===== src/rtl/medidor_frecuencia_pkg.sv =====
`default_nettype none
// ============================================================================
// Module      : medidor_pkg
// Description : Shared types and constants for the frequency meter.
//               Holds the FSM state type, the settle length in cycles and
//               the default no-edge timeout (1 s at 5 MHz).
// Revision    : 1.0 - initial release
// ============================================================================
package medidor_pkg;

  typedef enum logic [1:0] {
    SETTLE  = 2'd0,
    ARM     = 2'd1,
    MEASURE = 2'd2
  } state_e;

  // Cycles spent after reset while the synchronizer fills with real data.
  localparam int unsigned SETTLE_CYCLES = 3;

  // Default number of cnt steps tolerated without an edge.
  localparam logic [31:0] TIMEOUT_DEFAULT = 32'd5_000_000;

endpackage
`default_nettype wire


===== src/rtl/medidor_frecuencia_if.sv =====
`default_nettype none
// ============================================================================
// Module      : medidor_frecuencia_if
// Description : Signal bundle between the frequency meter and its user.
//   sig_in    : asynchronous square wave to be measured
//   div_value : last measured half-period minus 1 (clk cycles)
//   phase     : level of sig_in during the reported half-period
//   valid     : one-cycle strobe, div_value/phase updated with it
//   timeout   : sticky, no edge seen within TIMEOUT+1 cycles
//   locked    : high while a measurement is running
//   master modport: the side that supplies sig_in and consumes results.
//   slave  modport: the meter itself.
// Revision    : 1.0 - initial release
// ============================================================================
interface medidor_frecuencia_if #(
  parameter int unsigned WIDTH = 32
);
  logic             sig_in;
  logic [WIDTH-1:0] div_value;
  logic             phase;
  logic             valid;
  logic             timeout;
  logic             locked;

  modport master (
    output sig_in,
    input  div_value,
    input  phase,
    input  valid,
    input  timeout,
    input  locked
  );

  modport slave (
    input  sig_in,
    output div_value,
    output phase,
    output valid,
    output timeout,
    output locked
  );
endinterface
`default_nettype wire


===== src/rtl/medidor_frecuencia_sincronizador_flanco.sv =====
`default_nettype none
// ============================================================================
// Module      : sincronizador_flanco
// Description : Two-flop synchronizer for an asynchronous input followed by
//               a delay flop, giving a both-edges detector in the clk domain.
//   clk       : system clock
//   reset     : synchronous, active-low reset
//   d_async_i : asynchronous input
//   level_o   : synchronized level (second flop)
//   prev_o    : synchronized level one cycle earlier (third flop)
//   edge_o    : level_o differs from prev_o (rising or falling edge)
// Revision    : 1.0 - initial release
// ============================================================================
module sincronizador_flanco (
  input  logic clk,
  input  logic reset,
  input  logic d_async_i,
  output logic level_o,
  output logic prev_o,
  output logic edge_o
);

  logic s1_q;
  logic s2_q;
  logic s3_q;

  always_ff @(posedge clk) begin
    if (!reset) begin
      s1_q <= 1'b0;
      s2_q <= 1'b0;
      s3_q <= 1'b0;
    end else begin
      s1_q <= d_async_i;
      s2_q <= s1_q;
      s3_q <= s2_q;
    end
  end

  assign level_o = s2_q;
  assign prev_o  = s3_q;
  assign edge_o  = s2_q ^ s3_q;

endmodule
`default_nettype wire


===== src/rtl/medidor_frecuencia.sv =====
`default_nettype none
// ============================================================================
// Module      : medidor_frecuencia
// Description : Measures half-periods of an asynchronous square wave in clk
//               cycles and reports each one as the divider threshold that
//               would regenerate it (half-period minus 1).
//   clk   : system clock (5 MHz nominal)
//   reset : synchronous, active-low reset
//   bus   : slave side of medidor_frecuencia_if (sig_in in; div_value,
//           phase, valid, timeout, locked out, all registered)
// Revision    : 1.0 - initial release
// ============================================================================
module medidor_frecuencia
  import medidor_pkg::*;
#(
  parameter int unsigned      WIDTH   = 32,
  parameter logic [WIDTH-1:0] TIMEOUT = WIDTH'(TIMEOUT_DEFAULT)
) (
  input  logic                 clk,
  input  logic                 reset,
  medidor_frecuencia_if.slave  bus
);

  localparam logic [WIDTH-1:0] c_ONE         = WIDTH'(1);
  localparam logic [WIDTH-1:0] c_SETTLE_LAST = WIDTH'(SETTLE_CYCLES - 1);

  logic w_level;
  logic w_prev;
  logic w_edge;
  // The synchronized level is kept on the sub-module for observability; the
  // FSM only needs the edge and the level preceding it.
  logic w_unused_level;

  state_e           state_q,   state_d;
  logic [WIDTH-1:0] cnt_q,     cnt_d;
  logic [WIDTH-1:0] div_q,     div_d;
  logic             phase_q,   phase_d;
  logic             valid_q,   valid_d;
  logic             timeout_q, timeout_d;
  logic             locked_q;

  sincronizador_flanco u_sync (
    .clk       (clk),
    .reset     (reset),
    .d_async_i (bus.sig_in),
    .level_o   (w_level),
    .prev_o    (w_prev),
    .edge_o    (w_edge)
  );

  assign w_unused_level = w_level;

  always_ff @(posedge clk) begin
    if (!reset) begin
      state_q   <= SETTLE;
      cnt_q     <= '0;
      div_q     <= '0;
      phase_q   <= 1'b0;
      valid_q   <= 1'b0;
      timeout_q <= 1'b0;
      locked_q  <= 1'b0;
    end else begin
      state_q   <= state_d;
      cnt_q     <= cnt_d;
      div_q     <= div_d;
      phase_q   <= phase_d;
      valid_q   <= valid_d;
      timeout_q <= timeout_d;
      locked_q  <= (state_d == MEASURE);
    end
  end

  // cnt doubles as the settle counter, so SETTLE needs no extra register.
  always_comb begin
    state_d   = state_q;
    cnt_d     = cnt_q;
    div_d     = div_q;
    phase_d   = phase_q;
    valid_d   = 1'b0;
    timeout_d = timeout_q;
    unique case (state_q)
      SETTLE: begin
        if (cnt_q == c_SETTLE_LAST) begin
          state_d = ARM;
          cnt_d   = '0;
        end else begin
          cnt_d = cnt_q + c_ONE;
        end
      end
      ARM: begin
        cnt_d = '0;
        if (w_edge) begin
          state_d = MEASURE;
        end
      end
      MEASURE: begin
        // An edge coinciding with cnt == TIMEOUT is a valid measurement.
        if (w_edge) begin
          div_d     = cnt_q;
          phase_d   = w_prev;
          valid_d   = 1'b1;
          timeout_d = 1'b0;
          cnt_d     = '0;
        end else if (cnt_q == TIMEOUT) begin
          timeout_d = 1'b1;
          cnt_d     = '0;
          state_d   = ARM;
        end else begin
          cnt_d = cnt_q + c_ONE;
        end
      end
      default: begin
        state_d = SETTLE;
        cnt_d   = '0;
      end
    endcase
  end

  assign bus.div_value = div_q;
  assign bus.phase     = phase_q;
  assign bus.valid     = valid_q;
  assign bus.timeout   = timeout_q;
  assign bus.locked    = locked_q;

endmodule
`default_nettype wire


===== src/flat_wrapper.sv =====
// flat-port wrapper written by rule: the top's interface ports become plain ports
module medidor_frecuencia_flat import medidor_pkg::*;
#(
  parameter int unsigned      WIDTH   = 32,
  parameter logic [WIDTH-1:0] TIMEOUT = WIDTH'(TIMEOUT_DEFAULT)
)
  (clk, reset, bus_sig_in, bus_div_value, bus_phase, bus_valid, bus_timeout, bus_locked);
  medidor_frecuencia_if #(.WIDTH(WIDTH)) bus_i ();
  input  logic clk;
  input  logic reset;
  input wire logic [$bits(bus_i.sig_in)-1:0] bus_sig_in;
  output wire logic [$bits(bus_i.div_value)-1:0] bus_div_value;
  output wire logic [$bits(bus_i.phase)-1:0] bus_phase;
  output wire logic [$bits(bus_i.valid)-1:0] bus_valid;
  output wire logic [$bits(bus_i.timeout)-1:0] bus_timeout;
  output wire logic [$bits(bus_i.locked)-1:0] bus_locked;
  assign bus_i.sig_in = bus_sig_in;
  assign bus_div_value = bus_i.div_value;
  assign bus_phase = bus_i.phase;
  assign bus_valid = bus_i.valid;
  assign bus_timeout = bus_i.timeout;
  assign bus_locked = bus_i.locked;
  medidor_frecuencia #(.WIDTH(WIDTH), .TIMEOUT(TIMEOUT)) u_core (.clk(clk), .reset(reset), .bus(bus_i));
endmodule

===== config.mk =====
export PLATFORM = sky130hd
export DESIGN_NAME = medidor_frecuencia_flat
export DESIGN_NICKNAME = d
export VERILOG_FILES = /design/src/rtl/medidor_frecuencia_pkg.sv /design/src/rtl/medidor_frecuencia_if.sv /design/src/rtl/medidor_frecuencia_sincronizador_flanco.sv /design/src/rtl/medidor_frecuencia.sv /design/src/flat_wrapper.sv
export SDC_FILE = /design/constraint.sdc
export NUM_CORES = 1
export LEC_CHECK = 0
export CAP_MARGIN = 10
export CORE_UTILIZATION = 50
export CTS_BUF_LIST = sky130_fd_sc_hd__clkbuf_4 sky130_fd_sc_hd__clkbuf_8
export DETAILED_ROUTE_END_ITERATION = 12
export PLACE_DENSITY = 0.73
export SETUP_SLACK_MARGIN = 0.15
export SLEW_MARGIN = 5
export SYNTH_ARGS = -nofsm -noshare
export SYNTH_HDL_FRONTEND = slang
export SYNTH_SLANG_ARGS = --single-unit

===== constraint.sdc =====
create_clock -name clk -period 2.3 [get_ports clk]
set_input_delay 0.69 -clock clk [delete_from_list [all_inputs] [get_ports clk]]
set_output_delay 0.69 -clock clk [all_outputs]
set_load 0.01 [all_outputs]

# Word level (Yosys, flattened, before mapping)
# Cells that the tools add are included.
[totals]
regBits = 73
in_bits = 3
output_inout_bits = 36
elab_cells = 34
[op_classes]
add_sub_neg = 1
eq_ne = 5
muxes = 12
bitwise_logic = 1
reduce_logical = 5
[op_table]
columns = ["operator", "n"]
rows = [
  ["two-way mux 32 bit", 3],
  ["one-hot mux 32 bit (2 select lines)", 1],
  ["adder 32 x 1 -> 32 bit, second input constant", 1],
  ["equality test 32 x 2 -> 1 bit, second input constant", 1],
  ["equality test 32 x 23 -> 1 bit, second input constant", 1],
  ["two-way mux 2 bit", 4],
  ["one-hot mux 2 bit (3 select lines)", 1],
  ["AND reduction 2 bit", 3],
  ["equality test 2 bit, second input constant", 2],
  ["two-way mux 1 bit", 3],
  ["equality test 2 x 1 -> 1 bit, second input constant", 1],
  ["logical NOT 2 bit", 1],
  ["nonzero test 2 bit", 1],
  ["bitwise XOR 1 bit", 1],
]

# Logic depth before layout (Yosys ltp)
# Gate-level depths: netlist of the first run.
[logic_depth]
depth_word = 5
mapped_depth = 8
depth_no_buf = 7

# Modules after synthesis
# Synthesis of the first run repeated with hierarchy kept, for this count alone.
[unflattened]
hier_cells = 284
area_unflattened_um2 = 2831.5
[by_module_without_submodules]
columns = ["mod", "instances", "cells_per_inst", "area_each_um2", "seq_area_each_um2"]
rows = [
  ["medidor_frecuencia", 1, 277, 2742.6, 1401.3],
  ["sincronizador_flanco", 1, 7, 88.8, 60.1],
]

# Worst setup path after synthesis of the first run
# Ideal clock, no wire load.
[synth_timing]
kind = "flip-flop to flip-flop"
startpoint = "register u_core.cnt_q[12]"
endpoint = "register u_core.cnt_q[22]"
setup_ns = 0.115
arrival_ns = 1.905
required_ns = 2.185
slack_ns = 0.281
stages_incl_launch_ff = 6
n_path_buf = 1
period_less_slack_ns = 2.019
cell_sequence = "dfxtp_1 -> or4_1 -> or4_4 -> a221oi_4 -> buf_6 -> nor2_1"
[synth_between]
elab_chain_len = 4
word_cells_on_any_way = 7
classes_between = "1 x add/sub; 2 x eq/ne; 4 x mux"
[synth_rtl]
columns = ["element", "line_no", "source"]
rows = [
  ["start, declared", "medidor_frecuencia.sv:35", "logic [WIDTH-1:0] cnt_q, cnt_d;"],
  ["start signal, assigned", "medidor_frecuencia.sv:64", "cnt_q <= cnt_d;"],
  ["adder 32 x 1 -> 32 bit or equality test 32 x 23 -> 1 bit (tied branches)", "medidor_frecuencia.sv:87, medidor_frecuencia.sv:109, medidor_frecuencia.sv:104", ""],
  ["two-way mux 32 bit", "medidor_frecuencia.sv:104", "end else if (cnt_q == TIMEOUT) begin"],
  ["two-way mux 32 bit", "medidor_frecuencia.sv:98", "if (w_edge) begin"],
  ["one-hot mux 32 bit (2 select lines) (*)", "medidor_frecuencia.sv:81", "unique case (state_q)"],
]
# Every way passes the cells marked *; elsewhere a longest branch is shown, timed or not.
# A chain may end at the register's enable or synchronous reset.

# Worst setup path in the final report of the first run
[layout_timing]
startpoint = "register u_core.cnt_q[13]"
endpoint = "register u_core.cnt_q[6]"
[layout_between]
elab_chain_len = 4
word_cells_on_any_way = 6
classes_between = "2 x eq/ne; 4 x mux"
[layout_rtl]
columns = ["element", "line_no"]
rows = [
  ["equality test 32 x 23 -> 1 bit", "medidor_frecuencia.sv:104"],
  ["two-way mux 32 bit", "medidor_frecuencia.sv:104"],
  ["two-way mux 32 bit", "medidor_frecuencia.sv:98"],
  ["one-hot mux 32 bit (2 select lines) (*)", "medidor_frecuencia.sv:81"],
]
# Marks and branches as above.

==> results.toml, run 1 <==
[status]
status = "finished, final reports clean"

[worst_setup_path]
timing.critical_path.mode_cell = "sky130_fd_sc_hd__or4_4"
worstPathRequired_ps = 2550
critical_path_peak_fanout = 8
crit-reg2reg-launch = "u_core.cnt_q[13]"
slowest_stage_delay_cp_ps = 520
arrival_ps = 2410
crit_slowest_cell = "sky130_fd_sc_hd__or4_4"
start_kind = "flip-flop"
critical_path.cell_chain = "or4_4, or4_4, a221oi_4, buf_6, clkbuf_16, nor2_1"
reg2reg_depth = 6
timing.reg2reg.setup_slack_ps = 140
criticalPathCategory = "reg2reg"
worst_setup_path_end_kind = "flip-flop"
r2r-end = "u_core.cnt_q[6]"

[placed_design]
post-dp-hpwl_mm = 4.353
preCtsSetupSlack_ps = 147.4
finalWeightedCongestion = 0.8229
place.port_buffers = 38

[routing]
number_of_drc_markers_after_the_initial_detailed_route_iteration = 154
route.detailed.drc = 0
antenna_violating_nets_post_route = 0
routed_wire_length_per_instance_um = 14.54
detailroute.via_count = 2601
drt_pre_antenna_iters = 4
vias_per_cell = 5.352
postRouteWirelength_mm = 7.066

[yosys]
syn_nets = 366
yosys.cell_types.count = 34
synth_edf_count = 0
yosysWarningCount = 0
ys_async_sr_fraction_pct = 0
post_synthesis_instance_total = 360
synthesis.area_per_instance_um2 = 8.640
ys_seq_area_share_pct = 46.98
yosys_register_bits = 73
synth-main-ff-cell = "sky130_fd_sc_hd__dfxtp_1"
area_of_the_mapped_netlist_um2 = 3110

[clock_network]
clock-root-buffer = "sky130_fd_sc_hd__clkbuf_8"
cts_buffer_depth = 2
numCtsBuffers = 9
post_cts_hold_buffer_count = 0
cts.htree.levels = 3
tritoncts_clock_tree = "done"
clk_pin_slew_ps = 80
cts_num_sinks = 73
insertion_delay_ps = 350

[final_layout]
num-fill-cells = 458
nNetsFinal = 412
ant_diodes = 0
layout-drive-gt1-share_pct = 17.27
syn_to_final_growth_pct = 31.98

[floorplan]
design.die.area_um2 = 6541
die_height_um = 80.88
core-area_um2 = 5956
ioPinCount = 39
die_w_um = 80.88
fp-row-count = 28
initial_standard_cell_utilization_of_the_core_pct = 52.23

[grt]
number_of_global_route_vias_before_repair = 2470
globalRoute.totalOverflow = 0
first_pass_grt_wire_length_mm = 11.56
initial_antenna_violation_count = 0
grt_max_degree = 33
grt_usage_pct = 23.23

[timing]
final-max-slew-violation-count = 0
tightest_slew_ps = 548.2
final_worst_path_cycle_share_pct = 93.99
slew_headroom_pct = 63.33
rsz0062_at_grt = "true"
setup_ws_ps = 138.3
setup_viol = 0
period_needed_ps = 2162
maxClockFrequency_mhz = 462.6
clock-skew-final_ps = 7.540
timing.final.hold_violations = 0
tns_ps = 0

[flow_run]
max_cap_violations = 0

[power]
power_density_nw_per_um2 = 750.2
leakagePower_nw = 1.351
vdd.ir_drop.worst_mv = 0.4834

[worst_hold_path]
min_delay_worst_endpoint = "u_core.u_sync.level_o"
holdCritPathClass = "reg2reg"
hold_path_startpoint = "u_core.u_sync.s1_q"
min_path_cells = 1
## cells by family after synthesis
kind of cell / count (synthesis) / share of synthesized area [%]
AO/OA/AOI/OAI: 40 / 10.02
adder cells (fa/ha/maj): 3 / 1.207
XOR/XNOR: 31 / 8.729
flip-flops: 73 / 46.98
buffers and inverters: 34 / 5.189
AND/OR/NAND/NOR: 179 / 27.88
## synth_stat cells (2+ instances only)
library cell,count,share of area (%)
sky130_fd_sc_hd__nand4_1,8,1.6
sky130_fd_sc_hd__nor4_2,4,1.6
sky130_fd_sc_hd__nor2b_1,2,0.40
sky130_fd_sc_hd__and4_1,2,0.56
sky130_fd_sc_hd__inv_1,8,0.97
sky130_fd_sc_hd__and2_1,4,0.80
sky130_fd_sc_hd__a21boi_0,33,8.0
sky130_fd_sc_hd__o21ai_0,3,0.48
sky130_fd_sc_hd__nand3_1,11,1.8
sky130_fd_sc_hd__nor4_1,13,2.6
sky130_fd_sc_hd__xor2_1,8,2.3
sky130_fd_sc_hd__or3_1,2,0.40
sky130_fd_sc_hd__clkbuf_1,19,2.3
sky130_fd_sc_hd__buf_2,3,0.48
sky130_fd_sc_hd__buf_6,4,1.4
sky130_fd_sc_hd__nor2_1,36,4.3
sky130_fd_sc_hd__and3_1,3,0.60
sky130_fd_sc_hd__ha_1,3,1.2
sky130_fd_sc_hd__or4_1,2,0.48
sky130_fd_sc_hd__dfxtp_1,73,47
sky130_fd_sc_hd__nor3_1,10,1.6
sky130_fd_sc_hd__xnor2_1,23,6.5
sky130_fd_sc_hd__nand2_1,75,9.1
## where the power goes
part           internal, mW  switching [mW]
clock                 0.810           0.481
combinational         0.225           0.236
sequential             1.29          0.0381
total                  2.32           0.756
## stage by stage
step	area [um^2]	hold WS (ps)	utilization, %	instances	power [mW]
4_1_cts	3934	441.6	66.05	482	2.951
3_3_place_gp	3578	418.5	60.08	462	1.585
5_1_grt	4105	465.2	68.93	486	3.177
2_1_floorplan	3110	411.9	-	360	1.541
6_report	4105	433.8	68.93	486	3.080
3_5_place_dp	3578	427.5	60.08	462	1.589
## routing by layer
layer	routed length [um]	share of wire, %	up-vias	GRT usage, %
met5	0	0	-	0
met4	148	2.1	0	11.25
met3	284	4.0	15	5.169
met2	3472	49	54	38.49
met1	3160	45	1233	28.39
li1	-	-	1299	-
## cell usage in the layout (no fill, tap or decap), types with 2 or more instances in the layout
cell type	instances
sky130_fd_sc_hd__nand2_1	75
sky130_fd_sc_hd__dfxtp_1	69
sky130_fd_sc_hd__clkdlybuf4s50_1	38
sky130_fd_sc_hd__a21boi_0	33
sky130_fd_sc_hd__xnor2_1	23
sky130_fd_sc_hd__nor2_1	22
sky130_fd_sc_hd__buf_4	17
sky130_fd_sc_hd__clkbuf_8	12
sky130_fd_sc_hd__nand3_1	11
sky130_fd_sc_hd__nor3_1	10
sky130_fd_sc_hd__inv_1	8
sky130_fd_sc_hd__xor2_1	8
sky130_fd_sc_hd__nand4_1	8
sky130_fd_sc_hd__nor4_1	8
sky130_fd_sc_hd__nor2_4	8
sky130_fd_sc_hd__nor4_2	7
sky130_fd_sc_hd__nor2_2	6
sky130_fd_sc_hd__and2_1	4
sky130_fd_sc_hd__and3_1	3
sky130_fd_sc_hd__o21ai_0	3
sky130_fd_sc_hd__ha_1	3
sky130_fd_sc_hd__bufinv_16	3
sky130_fd_sc_hd__dfxtp_2	3
sky130_fd_sc_hd__nor2b_1	2
sky130_fd_sc_hd__or3_1	2
sky130_fd_sc_hd__or4_4	2
sky130_fd_sc_hd__nor4_4	2
sky130_fd_sc_hd__and4_1	2
sky130_fd_sc_hd__clkbuf_16	2
sky130_fd_sc_hd__buf_6	2
## worst max-delay path: cells and delay by family (launching register included)
family	cells	cell delay, ps
flip-flops	1	360
AO/OA/AOI/OAI	1	290
AND/OR/NAND/NOR	3	1070
buffers and inverters	2	340
## area by class of cell
cell class / count / area, um^2 / share of cell area [%]
clock buffer: 12 / 165.2 / 4.023
clock inverter: 4 / 97.59 / 2.377
inverter: 8 / 30.03 / 0.7315
multi-input combinational: 253 / 1622 / 39.50
sequential: 73 / 1469 / 35.78
tap: 75 / 93.84 / 2.286
timing repair buffer: 61 / 628.1 / 15.30
## worst max-delay path by stage
stage | slack, ps | to | from | depth (start not counted)
after floorplan | 280 | u_core.cnt_q[22] | u_core.cnt_q[12] | 5
after global placement | 190 | u_core.cnt_q[29] | u_core.cnt_q[13] | 5
after detailed placement | 150 | u_core.cnt_q[26] | reset | 6
after CTS | 140 | u_core.cnt_q[26] | u_core.cnt_q[10] | 7
after global routing | 80 | u_core.cnt_q[6] | u_core.cnt_q[13] | 6
final | 140 | u_core.cnt_q[6] | u_core.cnt_q[13] | 6
## sequential cells by signal, summed over array words and instances, names as in the netlist
signal / cells
u_core.u_sync.s1_q: 1
u_core.bus.timeout: 1
u_core.bus.div_value: 32
u_core.state_q: 2
u_core.u_sync.prev_o: 1
u_core.bus.valid: 1
u_core.u_sync.level_o: 1
u_core.bus.locked: 1
u_core.bus.phase: 1
u_core.cnt_q: 32
## what timing repair did
action / 4_1_cts / 5_1_grt
cloned: 1 / 2
hold endpoints to repair: 0 / 0
resized for setup: 11 / 28
endpoints found under the setup margin: 9 / 33
buffers inserted: 3 / 2
pin swaps: 5 / 15
Power figures use the tool's default switching activity.
==> run 2, diff against run 1 <==
- SETUP_SLACK_MARGIN: 0.15 -> 0.05
==> run 2 against run 1 <==
  * Clock skew is essentially flat
  * Hold slack about the same
  * Register-to-register slack about the same
  * Fmax decreased by 0.31%
  * Wire length fell by 9.4%
  * Highest routed layer unchanged
  * Clock power is essentially flat
  * Sequential power about the same
  * Global-route usage is 1.0 points lower
  * Die area did not move
  * Combinational power decreased by 49%
==> results.toml, run 2 (synthesized netlist as in run 1, its figures left out) <==
[status]
status = "finished, final reports clean"

[placed_design]
numPlacedInstances = 462
place.port_buffers = 38
finalWeightedCongestion = 0.8229
placed_cell_area_um2 = 3578
post-dp-hpwl_mm = 4.353

[routing]
number_of_drc_markers_after_the_initial_detailed_route_iteration = 141
postRouteWirelength_mm = 6.405
route.detailed.drc = 0
vias_per_cell = 5.312
antenna_violating_nets_post_route = 0
drt_pre_antenna_iters = 4
routed_wire_length_per_instance_um = 13.40
detailroute.via_count = 2539

[clock_network]
tritoncts_clock_tree = "done"
cts.htree.levels = 3
cts_buffer_depth = 2
cts_setup_buffers = 0
clk_pin_slew_ps = 80
cts_num_sinks = 73
post_cts_hold_buffer_count = 0
cts.repair.resized = 0
clock-root-buffer = "sky130_fd_sc_hd__clkbuf_8"
insertion_delay_ps = 350
numCtsBuffers = 9

[timing]
period_needed_ps = 2168
slew_headroom_pct = 62.27
maxClockFrequency_mhz = 461.2
final-max-slew-violation-count = 0
final_worst_path_cycle_share_pct = 94.28
tns_ps = 0
clock-skew-final_ps = 7.529
rsz0062_at_grt = "false"
timing.final.hold_violations = 0
tightest_slew_ps = 564.0
setup_viol = 0

[worst_setup_path]
start_kind = "flip-flop"
arrival_ps = 2400
criticalPathCategory = "reg2reg"
worstPathRequired_ps = 2530
critical_path_peak_fanout = 32
worst_setup_path_end_kind = "flip-flop"

[grt]
initial_antenna_violation_count = 0
first_pass_grt_wire_length_mm = 11.16
grt_usage_pct = 22.23
grt_max_degree = 33
number_of_global_route_vias_before_repair = 2431
globalRoute.totalOverflow = 0

[floorplan]
core-area_um2 = 5956
initial_standard_cell_utilization_of_the_core_pct = 52.23
die_height_um = 80.88
design.die.area_um2 = 6541
fp-row-count = 28
ioPinCount = 39
die_w_um = 80.88

[power]
vdd.ir_drop.worst_mv = 0.3933
power_density_nw_per_um2 = 740.6
p_seq_share_pct = 46.7
internal_power_mw = 2.196
power.share.switching_pct = 22.79
p_comb_share_pct = 8.3
switchingPower_uw = 648.3
power_frac_clock_pct = 45.1
leakagePower_nw = 1.274

[flow_run]
max_cap_violations = 0

[worst_hold_path]
holdCritPathClass = "reg2reg"

[final_layout]
layout.cells.non_filler = 478
num-fill-cells = 511
final_common_cell = "sky130_fd_sc_hd__nand2_1"
layout-drive-gt1-share_pct = 9.429
nNetsFinal = 404
finalCoreUtilization_pct = 64.50
post_route_cell_area_um2 = 3841
layout.cells.most_common_list = "75 x sky130_fd_sc_hd__nand2_1, 73 x sky130_fd_sc_hd__dfxtp_1, 38 x sky130_fd_sc_hd__clkdlybuf4s50_1"
syn_to_final_growth_pct = 23.49
ant_diodes = 0
==> run 2: cell types whose count changed in the layout (fill, tap and decap cells not counted), moves of 4 or more <==
cell / change
sky130_fd_sc_hd__nor2_1: +14
sky130_fd_sc_hd__nor2_4: -8
sky130_fd_sc_hd__nor2_2: -6
sky130_fd_sc_hd__nor4_1: +5
sky130_fd_sc_hd__dfxtp_1: +4
==> run 2: area by class of cell <==
cell class | count | area, um^2 | share of cell area, %
clock buffers | 12 | 165.2 | 4.300
well taps | 75 | 93.84 | 2.443
clock inverters | 4 | 97.59 | 2.541
repair buffers | 53 | 505.5 | 13.16
multi-input cells | 253 | 1488 | 38.73
flip-flops and latches | 73 | 1461 | 38.05
inverters | 8 | 30.03 | 0.7818
==> run 2: power by group through the flow <==
stage / Clock [mW] / Sequential (mW) / Combinational, mW
6_report: 1.28 / 1.33 / 0.235
5_1_grt: 1.35 / 1.33 / 0.261
4_1_cts: 1.30 / 1.33 / 0.235
3_5_place_dp: 0 / 1.36 / 0.233
3_3_place_gp: 0 / 1.36 / 0.229
2_1_floorplan: 0 / 1.34 / 0.200
==> run 2: metrics by stage <==
step           power, mW  hold slack [ps]  setup slack, ps
2_1_floorplan      1.541            411.9            280.7
3_3_place_gp       1.585            418.5            185.7
3_5_place_dp       1.589            427.5            147.4
4_1_cts            2.863            441.6            132.3
5_1_grt            2.947            465.0            57.29
6_report           2.845            433.5            131.6
==> run 2: worst paths after layout <==
path / start / endpoint / slack, ps / cells past startpoint
max: u_core.cnt_q[7] / u_core.cnt_q[26] / 130 / 6
min: u_core.u_sync.s1_q / u_core.u_sync.level_o / 430 / 1
max reg2reg: u_core.cnt_q[7] / u_core.cnt_q[26] / 130 / 6
min reg2reg: u_core.u_sync.s1_q / u_core.u_sync.level_o / 430 / 1
==> run 2: critical path, cell delays in order, from the launching register on <==
cell                       delay (ps)
sky130_fd_sc_hd__dfxtp_1          390
sky130_fd_sc_hd__nor4_1           360
sky130_fd_sc_hd__nand4_1          200
sky130_fd_sc_hd__or4_4            500
sky130_fd_sc_hd__a221oi_4         290
sky130_fd_sc_hd__buf_12           220
sky130_fd_sc_hd__nor2_1            70
==> run 2: per-layer routing <==
metal  share of wire [%]  track usage (%)
met2                  49            37.98
met1                  45            26.44
met3                 3.7            5.056
met5                   0                0
met4                 1.9            10.00
